[src/rtl/audio_linear_interp.sv]
// Stereo first-order-hold upsampler: each accepted L/R sample becomes the end point
// of a 2**STEP_LOG2-clock linear ramp that starts from the previous end point.
module audio_linear_interp #(
  parameter int STEP_LOG2 = 8
) (
  input  logic        Clk,
  input  logic        Reset,
  input  logic        in_valid,
  output logic        in_ready,
  input  logic [15:0] in_l,
  input  logic [15:0] in_r,
  output logic [15:0] out_l,
  output logic [15:0] out_r,
  output logic        underrun
);
  localparam int AW = 17 + STEP_LOG2;

  typedef enum logic [1:0] {
    IDLE = 2'd0,
    RAMP = 2'd1,
    HOLD = 2'd2
  } state_t;

  state_t               state_q, state_d;
  logic [STEP_LOG2-1:0] count_q, count_d;
  logic                 pend_full_q, pend_full_d;
  logic [15:0]          pend_l_q, pend_l_d, pend_r_q, pend_r_d;
  logic [15:0]          target_l_q, target_l_d, target_r_q, target_r_d;
  logic [16:0]          delta_l_q, delta_l_d, delta_r_q, delta_r_d;
  logic [AW-1:0]        acc_l_q, acc_l_d, acc_r_q, acc_r_d;
  logic                 underrun_q, underrun_d;
  logic                 accept, ramp_end, load;
  logic [15:0]          start_l, start_r;

  // Sign-extend a 16-bit sample and place it at the integer position of acc.
  function automatic logic [AW-1:0] scale(input logic [15:0] v);
    return {{(STEP_LOG2 + 1){v[15]}}, v} << STEP_LOG2;
  endfunction

  function automatic logic [AW-1:0] sext_delta(input logic [16:0] d);
    return {{STEP_LOG2{d[16]}}, d};
  endfunction

  // Handshake: a transfer happens on any edge where in_valid && in_ready;
  // in_ready is low while the one-entry pending buffer is full or Reset is high.
  assign in_ready = !pend_full_q && !Reset;
  assign accept   = in_valid && in_ready;
  assign ramp_end = (state_q == RAMP) && (count_q == '1);
  // Only a sample already pending before the edge can start the next ramp.
  assign load     = pend_full_q && ((state_q != RAMP) || ramp_end);
  assign start_l  = (state_q == IDLE) ? 16'h0000 : target_l_q;
  assign start_r  = (state_q == IDLE) ? 16'h0000 : target_r_q;

  always_comb begin
    state_d     = state_q;
    count_d     = count_q;
    pend_full_d = pend_full_q;
    pend_l_d    = pend_l_q;
    pend_r_d    = pend_r_q;
    target_l_d  = target_l_q;
    target_r_d  = target_r_q;
    delta_l_d   = delta_l_q;
    delta_r_d   = delta_r_q;
    acc_l_d     = acc_l_q;
    acc_r_d     = acc_r_q;
    underrun_d  = 1'b0;

    if (accept) begin
      pend_full_d = 1'b1;
      pend_l_d    = in_l;
      pend_r_d    = in_r;
    end

    if (state_q == RAMP) begin
      if (ramp_end) begin
        // Snap to the exact end point so truncation error never accumulates.
        acc_l_d = scale(target_l_q);
        acc_r_d = scale(target_r_q);
        if (!pend_full_q) begin
          state_d    = HOLD;
          underrun_d = 1'b1;
        end
      end else begin
        acc_l_d = acc_l_q + sext_delta(delta_l_q);
        acc_r_d = acc_r_q + sext_delta(delta_r_q);
        count_d = count_q + STEP_LOG2'(1);
      end
    end

    if (load) begin
      target_l_d  = pend_l_q;
      target_r_d  = pend_r_q;
      delta_l_d   = {pend_l_q[15], pend_l_q} - {start_l[15], start_l};
      delta_r_d   = {pend_r_q[15], pend_r_q} - {start_r[15], start_r};
      acc_l_d     = scale(start_l);
      acc_r_d     = scale(start_r);
      count_d     = '0;
      pend_full_d = 1'b0;
      state_d     = RAMP;
    end
  end

  always_ff @(posedge Clk) begin
    if (Reset) begin
      state_q     <= IDLE;
      count_q     <= '0;
      pend_full_q <= 1'b0;
      pend_l_q    <= '0;
      pend_r_q    <= '0;
      target_l_q  <= '0;
      target_r_q  <= '0;
      delta_l_q   <= '0;
      delta_r_q   <= '0;
      acc_l_q     <= '0;
      acc_r_q     <= '0;
      underrun_q  <= 1'b0;
    end else begin
      state_q     <= state_d;
      count_q     <= count_d;
      pend_full_q <= pend_full_d;
      pend_l_q    <= pend_l_d;
      pend_r_q    <= pend_r_d;
      target_l_q  <= target_l_d;
      target_r_q  <= target_r_d;
      delta_l_q   <= delta_l_d;
      delta_r_q   <= delta_r_d;
      acc_l_q     <= acc_l_d;
      acc_r_q     <= acc_r_d;
      underrun_q  <= underrun_d;
    end
  end

  // acc is a flop, so the integer slice is a registered output (floor rounding).
  assign out_l    = acc_l_q[STEP_LOG2+15:STEP_LOG2];
  assign out_r    = acc_r_q[STEP_LOG2+15:STEP_LOG2];
  assign underrun = underrun_q;

endmodule

[config.mk]
export PLATFORM = sky130hd
export DESIGN_NAME = audio_linear_interp
export DESIGN_NICKNAME = d
export VERILOG_FILES = /design/src/rtl/audio_linear_interp.sv
export SDC_FILE = /design/constraint.sdc
export NUM_CORES = 1
export LEC_CHECK = 0
export CAP_MARGIN = 5
export CORE_MARGIN = 4
export CORE_UTILIZATION = 43
export DETAILED_ROUTE_END_ITERATION = 8
export MAX_ROUTING_LAYER = met4
export PLACE_DENSITY = 0.6
export SYNTH_ARGS = -nofsm -noshare
export SYNTH_HDL_FRONTEND = slang
export SYNTH_SLANG_ARGS = --single-unit
export TNS_END_PERCENT = 30
[constraint.sdc]
create_clock -name Clk -period 9.3 [get_ports Clk]
set_input_delay 1.86 -clock Clk [delete_from_list [all_inputs] [get_ports Clk]]
set_output_delay 1.86 -clock Clk [all_outputs]
set_load 0.05 [all_outputs]
==> run_results.csv <==
group,metric,value,unit
run_status,run_status,"complete, no violations",
cts,clock_tree_from_tritoncts,"built",
synth,synth_fp_nets,1406,
synth,mappedNetlistArea,10180,µm²
timing,timing_hold_violations_final,0,
global_route,overflow,0,
job,cap_viol_max_count,0,
cts,cts_inserted_buffers,17,
placed_design,detailed_place_hpwl,20.19,mm
placed_design,numPlacedInstances,1585,
timing,max_slew.worst_pin.slew,1.044,ns
die,row_count,56,
critical_path,critical_path.max_fanout,62,
die,core_outline_area,23400,µm²
die,pin_count,69,
hold_path,holdCritPathClass,"reg2reg",
global_route,first_pass_grt_wire_length,44.91,mm
cts,cts_hold_repair.buffers,0,
timing,finalSetupTns,0,ns
cells_and_area,total_number_of_nets_in_the_final_design,1403,
timing,final-max-slew-violation-count,0,
synth,synth_sequential_area_ratio,0.3107,
power_and_ir_drop,ir_worst_vdd,99.93,µV
critical_path,critical_path_class,"in2out",
timing,fin_ws,4.139,ns
synth,post_synth_edffs,0,
synth,post-synth-top-area-fraction,0.3107,
synth,synth_warnings,0,
cts,cts_setup_buffers,0,
detailed_routing,wire_per_inst,17.41,µm
cells_and_area,synthToLayoutAreaGrowth,12.02,%
synth,synth_largest_area_cell,"sky130_fd_sc_hd__dfxtp_1",
global_route,grt_antenna_before_repair,0,
timing,finalSetupViolCount,0,
detailed_routing,ant_nets,0,
timing,finClkSkew,0.01244,ns
detailed_routing,vias,9098,
cts,cts_root_buf,"sky130_fd_sc_hd__clkbuf_16",
cells_and_area,regArea,3163,µm²
cts,htree_levels,4,
global_route,grt_max_degree,72,
cells_and_area,stdcell_count,1617,
synth,synth.most_common_cell,"sky130_fd_sc_hd__nand2_1",
cts,worst_skew_late_latency,0.43,ns
hold_path,hp-start,"pend_l_q[0]$_SDFFE_PP0P_",
detailed_routing,via_per_inst,5.626,
cells_and_area,multi_input_area,6407,µm²
synth,synth.avg_cell_area,7.904,µm²
power_and_ir_drop,total_leakage_power,4.450,nW
hold_path,hold_depth,2,
critical_path,reg2regPathDepth,12,
critical_path,required,7.44,ns
critical_path,crit-reg2reg-capture,"delta_r_q[12]$_SDFFE_PP0P_",
cells_and_area,fillerInstances,2406,
synth,synth_seq_cells,158,
synth,yosysUniqueCellTypes,92,
timing,slew-limit-headroom,0.3022,
synth,synth-main-ff-cell,"sky130_fd_sc_hd__dfxtp_1",
critical_path,critical_path_sink_type,"primary output",
die,start_util,0.4350,
cells_and_area,antenna-diode-count,0,
timing,timing.final.crit_share,0.5550,
synth,most_numerous_cell_types_in_the_synthesized_netlist,"sky130_fd_sc_hd__nand2_1, sky130_fd_sc_hd__dfxtp_1, sky130_fd_sc_hd__a21oi_1",
synth,ys_async_rst_share,0,
synth,synthCells,1288,
timing,shortest_clock_period_the_worst_path_allows_after_layout,5.161,ns
detailed_routing,initialDrtViolationCount,776,
die,die_h,161.9,µm
global_route,grt_pass1_vias,8316,
placed_design,detailedPlace.worstSlack,4.133,ns
die,die_area,26200,µm²
critical_path,setup.reg_to_reg.worst_slack,5.68,ns
cells_and_area,drive_above_1_share,0.06009,
cts,cts-resized-gates,0,
power_and_ir_drop,power.density,173.3,nW/µm²
cts,clock-sinks,158,
critical_path,critical_path_arrival,3.30,ns
cts,path_clk_slew,0.07,ns
placed_design,place.port_buffers,68,
critical_path,r2r-start,"state_q[1]$_SDFFE_PP0P_",
cts,cts-root-to-sink-buffers,2,
critical_path,critPathLaunchType,"input pin",
detailed_routing,drc_errors,0,
synth,post_synth_main_area_contributors,"sky130_fd_sc_hd__dfxtp_1, sky130_fd_sc_hd__ha_1, sky130_fd_sc_hd__nand2_1",
detailed_routing,drtPass1Iterations,5,
timing,max_freq,0.1938,GHz
global_route,grtUsageTotal,0.2183,
timing,rsz0062_at_grt,"no",
placed_design,place.gp.congestion,0.9329,
die,die_w,161.9,µm
detailed_routing,totalWireLength,28.16,mm
hold_path,hold_endpoint,"target_l_q[0]$_SDFFE_PP0P_",
through the flow:
stage	power, mW	cell area (µm²)	util	hold slack (ns)
after floorplan	1.139	10180	-	0.4319
final	1.976	11400	0.4873	0.4500
after CTS	1.985	11400	0.4873	0.4533
after global placement	1.255	10790	0.4612	0.4378
after detailed placement	1.258	10790	0.4612	0.4433
after global routing	2.074	11400	0.4873	0.4745
logic make-up after synthesis:
group / synth area share
and+or+nand+nor: 0.2247
AOI/OAI and AO/OA: 0.2477
DFF: 0.3107
buffers and inverters: 0.05998
adders and majority gates: 0.1050
xor gates and xnor gates: 0.04904
muxes: 0.002950
cell type report:
| cell class | instances | share of cell area |
|---|---|---|
| multi-input cells | 1008 | 0.5619 |
| clock buffers | 18 | 0.03851 |
| clock inverters | 14 | 0.01492 |
| repair buffers | 75 | 0.06408 |
| inverters | 25 | 0.008229 |
| well taps | 319 | 0.03500 |
| flip-flops and latches | 158 | 0.2774 |
cell usage in the layout (no fill, tap or decap), types with 14 or more instances in the layout:
cell                              netlist  layout
sky130_fd_sc_hd__nand2_1              221     221
sky130_fd_sc_hd__dfxtp_1              158     158
sky130_fd_sc_hd__a21oi_1              125     125
sky130_fd_sc_hd__nor2_1               105     105
sky130_fd_sc_hd__ha_1                  79      79
sky130_fd_sc_hd__clkdlybuf4s50_1        0      67
sky130_fd_sc_hd__o21ai_0               53      53
sky130_fd_sc_hd__nand2b_1              42      42
sky130_fd_sc_hd__xnor2_1               36      36
sky130_fd_sc_hd__a21o_1                32      32
sky130_fd_sc_hd__inv_1                 25      25
sky130_fd_sc_hd__xor2_1                21      21
sky130_fd_sc_hd__nor3_1                21      21
sky130_fd_sc_hd__a31oi_1               17      17
sky130_fd_sc_hd__clkbuf_16              0      17
sky130_fd_sc_hd__o21a_1                14      14
per-layer routing:
| layer | track usage | wire [µm] | part of all wire | vias to the layer above |
|---|---|---|---|---|
| li1 | - | - | - | 4553 |
| met1 | 0.3226 | 14230 | 0.51 | 4255 |
| met2 | 0.3078 | 11630 | 0.41 | 254 |
| met3 | 0.03273 | 1722 | 0.061 | 36 |
| met4 | 0.06344 | 567 | 0.020 | 0 |
| met5 | - | 0 | 0 | - |
where the power goes:
part | internal [mW] | switching (mW)
combinational | 0.186 | 0.297
sequential | 0.720 | 0.0469
clock | 0.394 | 0.333
worst max path at each step:
stage	from	end	slack (ns)	cells after the start
after floorplan	Reset	in_ready	4.90	1
after global placement	Reset	in_ready	4.15	3
after detailed placement	Reset	in_ready	4.13	3
after CTS	Reset	in_ready	4.13	3
after global routing	Reset	in_ready	4.04	3
final	Reset	in_ready	4.14	3
registers in the layout (all words and copies together), names as in the netlist:
register,cells
acc_l_q,24
acc_r_q,24
count_q,8
delta_l_q,17
delta_r_q,17
pend_full_q,1
pend_l_q,16
pend_r_q,16
state_q,2
target_l_q,16
target_r_q,16
underrun,1
worst max-delay path, cell delays in order:
cell                              delay (ns)
sky130_fd_sc_hd__buf_4                  0.56
sky130_fd_sc_hd__nor2_1                 0.13
sky130_fd_sc_hd__clkdlybuf4s50_1        0.74
Power figures use the tool's default switching activity.
